File: src/rtl/pixel_uart_streamer.sv
// Pixel-to-UART streamer: reads RGB pixels from a synchronous-read RAM and
// writes them byte-by-byte into the UART TX FIFO as grayscale, replicated
// grayscale or raw RGB. Flow control is taken from tx_full.
module pixel_uart_streamer #(
    parameter int ADDR_BITS   = 10,
    parameter int PIXEL_COUNT = 1024,
    parameter int GRAY_WR     = 77,
    parameter int GRAY_WG     = 150,
    parameter int GRAY_WB     = 29
) (
    input  logic                 clk,
    input  logic                 reset,
    input  logic                 start,
    input  logic [1:0]           mode,
    input  logic [ADDR_BITS-1:0] base_addr,
    input  logic [ADDR_BITS-1:0] len,
    output logic [ADDR_BITS-1:0] mem_addr,
    input  logic [23:0]          mem_data,
    input  logic                 tx_full,
    output logic                 wr_uart,
    output logic [7:0]           w_data,
    output logic                 busy,
    output logic                 done
);

    typedef enum logic [2:0] {
        S_IDLE    = 3'd0,
        S_FETCH   = 3'd1,
        S_CAPTURE = 3'd2,
        S_SEND    = 3'd3,
        S_NEXT    = 3'd4,
        S_DONE    = 3'd5
    } state_t;

    localparam logic [1:0]         MODE_GRAY   = 2'd0;
    localparam logic [1:0]         MODE_RGB    = 2'd1;
    localparam logic [1:0]         MODE_GRAY3  = 2'd2;
    localparam logic [1:0]         MODE_RSVD   = 2'd3;
    localparam logic [ADDR_BITS:0] PIX_DEFAULT = (ADDR_BITS+1)'(PIXEL_COUNT);
    localparam logic [ADDR_BITS:0] PIX_ONE     = (ADDR_BITS+1)'(1);
    localparam logic [15:0]        W_R         = 16'(GRAY_WR);
    localparam logic [15:0]        W_G         = 16'(GRAY_WG);
    localparam logic [15:0]        W_B         = 16'(GRAY_WB);

    // Luma with weights summing to 256: the max sum is 255*256, so 16 bits
    // hold it and the upper byte is the 0..255 gray value.
    function automatic logic [7:0] luma8(input logic [23:0] rgb);
        logic [15:0] acc;
        acc = 16'(rgb[23:16]) * W_R + 16'(rgb[15:8]) * W_G + 16'(rgb[7:0]) * W_B;
        return 8'(acc >> 8);
    endfunction

    state_t                 state_q, state_d;
    logic [1:0]             mode_q, mode_d;
    logic [ADDR_BITS-1:0]   mem_addr_q, mem_addr_d;
    logic [ADDR_BITS:0]     pix_left_q, pix_left_d;
    logic [23:0]            pix_q, pix_d;
    logic [7:0]             gray_q, gray_d;
    logic [1:0]             byte_idx_q, byte_idx_d;
    logic                   wr_uart_q, wr_uart_d;
    logic [7:0]             w_data_q, w_data_d;
    logic                   busy_q, busy_d;
    logic                   done_q, done_d;

    logic                   last_byte_s;
    logic [7:0]             send_byte_s;

    // Byte selection for the current SEND slot and end-of-pixel detection.
    always_comb begin
        last_byte_s = 1'b1;
        send_byte_s = gray_q;
        if (mode_q == MODE_RGB || mode_q == MODE_GRAY3) begin
            last_byte_s = (byte_idx_q == 2'd2);
        end else begin
            last_byte_s = 1'b1;
        end
        if (mode_q == MODE_RGB) begin
            case (byte_idx_q)
                2'd0:    send_byte_s = pix_q[23:16];
                2'd1:    send_byte_s = pix_q[15:8];
                default: send_byte_s = pix_q[7:0];
            endcase
        end else begin
            send_byte_s = gray_q;
        end
    end

    // State register plus datapath/output registers with synchronous reset.
    always_ff @(posedge clk) begin
        if (reset) begin
            state_q    <= S_IDLE;
            mode_q     <= 2'd0;
            mem_addr_q <= '0;
            pix_left_q <= '0;
            pix_q      <= 24'd0;
            gray_q     <= 8'd0;
            byte_idx_q <= 2'd0;
            wr_uart_q  <= 1'b0;
            w_data_q   <= 8'd0;
            busy_q     <= 1'b0;
            done_q     <= 1'b0;
        end else begin
            state_q    <= state_d;
            mode_q     <= mode_d;
            mem_addr_q <= mem_addr_d;
            pix_left_q <= pix_left_d;
            pix_q      <= pix_d;
            gray_q     <= gray_d;
            byte_idx_q <= byte_idx_d;
            wr_uart_q  <= wr_uart_d;
            w_data_q   <= w_data_d;
            busy_q     <= busy_d;
            done_q     <= done_d;
        end
    end

    // Next-state logic; a start outside IDLE is simply not looked at.
    always_comb begin
        state_d = state_q;
        case (state_q)
            S_IDLE: begin
                if (start) begin
                    state_d = S_FETCH;
                end else begin
                    state_d = S_IDLE;
                end
            end
            S_FETCH:   state_d = S_CAPTURE;
            S_CAPTURE: state_d = S_SEND;
            S_SEND: begin
                if (!tx_full && last_byte_s) begin
                    state_d = S_NEXT;
                end else begin
                    state_d = S_SEND;
                end
            end
            S_NEXT: begin
                if (pix_left_q == PIX_ONE) begin
                    state_d = S_DONE;
                end else begin
                    state_d = S_FETCH;
                end
            end
            S_DONE:  state_d = S_IDLE;
            default: state_d = S_IDLE;
        endcase
    end

    // Datapath and registered-output next values; mem_addr only moves in NEXT
    // so it stays put while a pixel is being sent.
    always_comb begin
        mode_d     = mode_q;
        mem_addr_d = mem_addr_q;
        pix_left_d = pix_left_q;
        pix_d      = pix_q;
        gray_d     = gray_q;
        byte_idx_d = byte_idx_q;
        wr_uart_d  = 1'b0;
        w_data_d   = w_data_q;
        case (state_q)
            S_IDLE: begin
                if (start) begin
                    mode_d     = (mode == MODE_RSVD) ? MODE_GRAY : mode;
                    mem_addr_d = base_addr;
                    pix_left_d = (len == '0) ? PIX_DEFAULT : {1'b0, len};
                end else begin
                    mode_d = mode_q;
                end
            end
            S_CAPTURE: begin
                pix_d      = mem_data;
                gray_d     = luma8(mem_data);
                byte_idx_d = 2'd0;
            end
            S_SEND: begin
                if (!tx_full) begin
                    wr_uart_d = 1'b1;
                    w_data_d  = send_byte_s;
                    if (last_byte_s) begin
                        byte_idx_d = byte_idx_q;
                    end else begin
                        byte_idx_d = byte_idx_q + 2'd1;
                    end
                end else begin
                    wr_uart_d = 1'b0;
                end
            end
            S_NEXT: begin
                pix_left_d = pix_left_q - PIX_ONE;
                if (pix_left_q != PIX_ONE) begin
                    mem_addr_d = mem_addr_q + ADDR_BITS'(1);
                end else begin
                    mem_addr_d = mem_addr_q;
                end
            end
            default: begin
                wr_uart_d = 1'b0;
            end
        endcase
        busy_d = (state_d == S_FETCH) || (state_d == S_CAPTURE) ||
                 (state_d == S_SEND)  || (state_d == S_NEXT);
        done_d = (state_d == S_DONE);
    end

    assign mem_addr = mem_addr_q;
    assign wr_uart  = wr_uart_q;
    assign w_data   = w_data_q;
    assign busy     = busy_q;
    assign done     = done_q;

endmodule

File: config.mk
export PLATFORM = sky130hd
export DESIGN_NAME = pixel_uart_streamer
export DESIGN_NICKNAME = d
export VERILOG_FILES = /design/src/rtl/pixel_uart_streamer.sv
export SDC_FILE = /design/constraint.sdc
export NUM_CORES = 1
export LEC_CHECK = 0
export BUFFER_PORTS_ARGS = -buffer_cell sky130_fd_sc_hd__buf_2
export CAP_MARGIN = 20
export CORE_MARGIN = 5
export CORE_UTILIZATION = 53
export CTS_CLUSTER_DIAMETER = 120
export CTS_CLUSTER_SIZE = 25
export DETAILED_ROUTE_END_ITERATION = 12
export HOLD_SLACK_MARGIN = 0.08
export PLACE_DENSITY = 0.73
export SLEW_MARGIN = 20
export SYNTH_ARGS = -nofsm -noshare
export SYNTH_HDL_FRONTEND = slang
export SYNTH_SLANG_ARGS = --single-unit
File: constraint.sdc
create_clock -name clk -period 14.25 [get_ports clk]
set_clock_uncertainty 0.15 [all_clocks]
set_input_delay 3.5625 -clock clk [delete_from_list [all_inputs] [get_ports clk]]
set_output_delay 3.5625 -clock clk [all_outputs]
set_load 0.01 [all_outputs]
==> results.cfg, run 1 <==
[placement]
place.gp.congestion = 0.945
dp_hpwl_mm = 11.8
portBuffers = 70
dp_cells = 930

[pwr]
switchingPower_mw = 0.651
ir_drop_v = 0.000169
p_per_area_nw_per_um2 = 206
combinationalPowerShare_pct = 68.6
seq_power_share_pct = 15.7
p_leak_nw = 3.29
p_sw_share_pct = 44.5
clockPowerShare_pct = 15.7
internal-power_mw = 0.812

[clock_tree]
cts_tree = done
cts.sinks = 71
cts-hold-fix-buffers = 0
clockRootBuffer = clkbuf_16
cts_setup_buffers = 0
clock_latency_ns = 0.33
h-tree-depth = 3
clk_pin_slew_ns = 0.06
postCtsResizedCells = 0
cts_buffers = 9
clk_path_buf_depth = 2

[timing]
setup_violations = 0
tightest_slew_ns = 0.908
fin_crit_ns = 9.49
rsz0062_at_grt = false
drv_slew = 0
max_freq_mhz = 105
fin_tns_setup_ns = 0
hold_ws_ns = 0.305
max-slew-margin-rel_pct = 39.3
timing.final.crit_share_pct = 66.6
hold_violations = 0

[worst_setup_path]
max_stage_delay_ns = 0.54
crit_slowest_cell = fa_1
critPathMaxFanout = 5
cp_top_family = adder cells
crit_path_start_kind = input port
arrival_ns = 9.55
path_class = input port to register
cp.buffers_inverters = 5
r2r-start = state_q[2]
reg2reg_to = mem_addr[2]
reg2regPathDepth = 6
required_ns = 14.31
end_kind = register
r2r_slack_ns = 11.54

[route]
vias_per_cell = 5.64
drc = 0
num_vias = 5339
drt-initial-drc-count = 335
drt_pre_antenna_iters = 8
wl_per_cell_um = 15.6
drt_wl_total_mm = 14.8
ant_nets = 0

[floorplanning]
core_um2 = 11900
die_area_um2 = 14300
die_height_um = 119
die_w_um = 119
rows = 40
ioPinCount = 71
start_util_pct = 53.5

[hold_path]
hold_class = register to register
worstHoldPathCells = 2
min_from = gray_q[1]
worst_hold_path.endpoint = gray_q[1]

[global_routing]
overflow = 0
track_usage_pct = 21.7
grt_max_degree = 76
antenna_found_initial = 0
grt_pass1_vias = 5387
grt_pass1_wl_mm = 25.6

[yosys]
syn_inst = 737
synth_seq_cells = 71
synth_async_sr_flop_share_pct = 0
synth_commonest_cells = 96 x inv_1, 93 x nand2_1, 91 x ha_1
synth_cell_types = 60
synth.area.top_cells = dfxtp_1 22%, ha_1 18%, fa_1 17%, a21oi_1 5.8%, inv_1 5.7%
yosysWarningCount = 0
netlist_area_um2 = 6350
synth_top_area_share_pct = 22.4
ys_seq_area_share_pct = 22.4
yosys.cell_count.top_type = inv_1
synth_ff_type = dfxtp_1
synth_fp_nets = 933
synth_edf_count = 0
synth_top_cell_by_area = dfxtp_1
postSynthAreaPerCell_um2 = 8.61

[finish]
fin_nets = 991
syn2layout_area_growth_pct = 11.9
drive_gt1_share_pct = 13.0
layout.cells.non_filler = 947
insertedDiodeCount = 0

[run]
cap_viol_max_count = 0

[outcome]
outcome = finished, final reports clean
==> stage by stage <==
stage / instance area, um2 / total power, mW / setup slack [ns] / util, %
2_1_floorplan: 6350 / 1.01 / 4.83 / -
3_3_place_gp: 6790 / 1.18 / 4.51 / 57.2
3_5_place_dp: 6790 / 1.24 / 4.39 / 57.2
4_1_cts: 7100 / 1.48 / 4.73 / 59.8
5_1_grt: 7100 / 1.65 / 4.32 / 59.9
6_report: 7100 / 1.46 / 4.76 / 59.9
==> layer usage <==
metal,GRT usage (%),wire length [um],vias up
met5,0,0,-
met4,5.73,272,0
met3,3.13,659,21
met2,37.7,7450,116
met1,28.3,6400,2574
li1,-,-,2628
==> final cells by class <==
class                      instances  area, um2
tap                              147        184
sequential                        71       1420
fill                            1030       4760
inverter                          96        360
multi-input combinational        543       4450
timing repair buffer              74        378
clock buffer                      10        239
clock inverter                     6       67.6
==> registers in the layout, indices dropped and copies added, names as in the netlist <==
register	count
pix_q	24
pix_left_q	11
mem_addr	10
gray_q	8
w_data	8
state_q	3
byte_idx_q	2
mode_q	2
busy	1
done	1
wr_uart	1
==> power by group through the flow <==
stage               sequential [mW]  clock, mW  combinational (mW)
global route                  0.232      0.242                1.17
global placement              0.233          0               0.949
CTS                           0.230      0.233                1.01
floorplan                     0.231          0               0.782
detailed placement            0.234          0                1.00
finish                        0.230      0.230                1.00
==> cell families (layout without fill, tap and decap cells) <==
group                      Yosys count  after routing  share of synthesized area, %
adders and majority gates          146            146                          35.3
and+or+nand+nor                    218            218                          16.1
xor gates and xnor gates            13             13                          1.79
muxes                                6              6                         0.986
AOI/OAI and AO/OA                  160            160                          16.0
DFF                                 71             71                          22.4
buffers and inverters              123            186                          7.51
==> cells in the final DEF (no fill, tap or decap), types with 3 or more instances in the layout <==
cell type / count
a22oi_1: 11
nor2b_1: 4
o22ai_1: 5
a311oi_1: 9
nand2b_1: 6
nor3_1: 13
nor3b_1: 3
nand3b_1: 9
o21ai_0: 16
fa_1: 55
nor4_1: 4
nand2_1: 93
a21oi_1: 74
o31ai_1: 3
xor2_1: 3
xnor2_1: 10
or3_1: 4
buf_4: 3
mux2i_1: 4
a21o_1: 8
o211ai_1: 3
dfxtp_1: 71
nand3_1: 14
clkbuf_16: 9
ha_1: 91
buf_2: 71
or2_2: 3
a211oi_1: 10
nor2_1: 49
inv_1: 96
==> worst register-to-register path, stage by stage, from the launching register on <==
cell and delay [ns]:
dfxtp_1 0.43, nand2b_1 0.25, or3_1 0.53, a31oi_2 0.75, o21ai_0 0.22, a22oi_1 0.19, nor2_1 0.05
==> worst max path at each step <==
stage | start | to | slack, ns | cells after the start
3_5_place_dp | mem_data[12] | gray_q[6] | 4.39 | 25
4_1_cts | mem_data[12] | gray_q[6] | 4.73 | 25
6_report | mem_data[12] | gray_q[6] | 4.76 | 25
2_1_floorplan | mem_data[12] | gray_q[6] | 4.83 | 24
5_1_grt | mem_data[12] | gray_q[4] | 4.32 | 25
3_3_place_gp | mem_data[12] | gray_q[6] | 4.51 | 25
No activity file was read; power rests on OpenSTA's default activity.
==> inputs of run 2 (changes only) <==
clock period = 8.9 ns   (was 14.25 ns; I/O delays follow)
==> results.cfg, run 2 (synthesis gave the netlist of run 1 again) <==
[outcome]
outcome = finished, final reports clean

[timing]
drv_slew = 0
fin_tns_setup_ns = 0
max-slew-margin-rel_pct = 29.1
timing.final.crit_share_pct = 91.6
rsz0062_at_grt = false
fin_crit_ns = 8.16
setup_violations = 0
hold_violations = 0
max_freq_mhz = 123
tightest_slew_ns = 1.06

[pwr]
seq_power_share_pct = 15.5
p_leak_nw = 3.30
p_per_area_nw_per_um2 = 333
clockPowerShare_pct = 16.8
combinationalPowerShare_pct = 67.7
switchingPower_mw = 1.04
internal-power_mw = 1.34
p_sw_share_pct = 43.7
total_power_mw = 2.37
ir_drop_v = 0.000275

[clock_tree]
clk_path_buf_depth = 2
cts_tree = done
clk_pin_slew_ns = 0.05
h-tree-depth = 3
clockRootBuffer = clkbuf_16
cts_setup_buffers = 0
cts.sinks = 71
cts-hold-fix-buffers = 0
clock_latency_ns = 0.33
cts_buffers = 9
postCtsResizedCells = 0

[global_routing]
grt_pass1_wl_mm = 25.4
antenna_found_initial = 0
overflow = 0
track_usage_pct = 21.7
grt_pass1_vias = 5372
grt_max_degree = 76

[hold_path]
hold_class = register to register

[finish]
drive_gt1_share_pct = 12.8
insertedDiodeCount = 0
layout.cells.non_filler = 946
largest_register_ffs = 24
fin_util_pct = 60.1
final_cell_mix = 96 x inv_1, 93 x nand2_1, 91 x ha_1
syn2layout_area_growth_pct = 12.2
num-fill-cells = 1057
top_register = pix_q
fin_nets = 990
layout_commonest_cell = inv_1

[route]
drt-initial-drc-count = 321
met2_wirelength_mm = 7.32
drt_pre_antenna_iters = 5
highest_layer = met4
wl_met3_um = 630
wl_per_cell_um = 15.6
ant_nets = 0
drt_wl_total_mm = 14.8
wl_met1_mm = 6.62
drc = 0
vias_per_cell = 5.59
num_vias = 5289

[floorplanning]
start_util_pct = 53.5
ioPinCount = 71
rows = 40
die_height_um = 119
die_area_um2 = 14300
die_w_um = 119
core_um2 = 11900

[worst_setup_path]
required_ns = 8.96
crit_path_start_kind = input port
cp_top_family = adder cells
crit_slowest_cell = fa_1
critPathMaxFanout = 5
cp.buffers_inverters = 5
path_class = input port to register
max_stage_delay_ns = 0.54
end_kind = register
arrival_ns = 8.21

[run]
cap_viol_max_count = 0

[placement]
dp_hpwl_mm = 11.7
dp_cells = 930
place.gp.congestion = 0.945
portBuffers = 70
## run 2: cell types whose count changed in the layout (fill, tap and decap cells not counted)
cell,before,now
clkinvlp_4,2,0
clkinv_4,0,2
clkbuf_8,1,2
buf_2,71,70
clkinv_2,1,0
clkbuf_1,0,1
bufinv_16,1,2
inv_6,2,0
## run 2: path summary, 6_finish.rpt
check                    start     endpoint  slack [ns]  cells past startpoint
setup / recovery  mem_data[12]    gray_q[6]        0.74                     25
hold / removal        pix_q[1]     pix_q[1]        0.30                      2
setup reg to reg    state_q[2]  mem_addr[2]        6.22                      6
hold reg to reg       pix_q[1]     pix_q[1]        0.30                      2
## run 2: metal layers
metal / up-vias / GRT usage [%]
met5: - / 0
met4: 0 / 4.87
met3: 18 / 2.94
met2: 115 / 37.7
met1: 2525 / 28.8
li1: 2631 / -
## run 2: metrics by stage
stage          worst slack, ns  cell area, um2  hold WS, ns
2_1_floorplan            0.816            6350        0.282
3_3_place_gp             0.501            6790        0.293
3_5_place_dp             0.386            6790        0.296
4_1_cts                  0.721            7120        0.304
5_1_grt                  0.360            7120        0.323
6_report                 0.743            7120        0.305
## run 2: tightest hold or removal path, stage by stage, from the launching register on
cell,delay (ns)
dfxtp_1,0.30
nand2_1,0.05
a21oi_1,0.05
## run 2: final cells by class
class                      instances  area [um2]  area share, %
timing repair buffer              73         373           5.23
tap                              147         184           2.58
sequential                        71        1420           20.0
multi-input combinational        543        4450           62.5
inverter                          96         360           5.06
clock inverter                     4        77.6           1.09
clock buffer                      12         256           3.60
## run 2: power by group through the flow
stage | Combinational (mW) | Clock (mW) | Sequential [mW]
floorplan | 1.25 | 0 | 0.371
global placement | 1.52 | 0 | 0.372
detailed placement | 1.60 | 0 | 0.374
CTS | 1.62 | 0.402 | 0.368
global route | 1.88 | 0.414 | 0.372
finish | 1.61 | 0.398 | 0.368
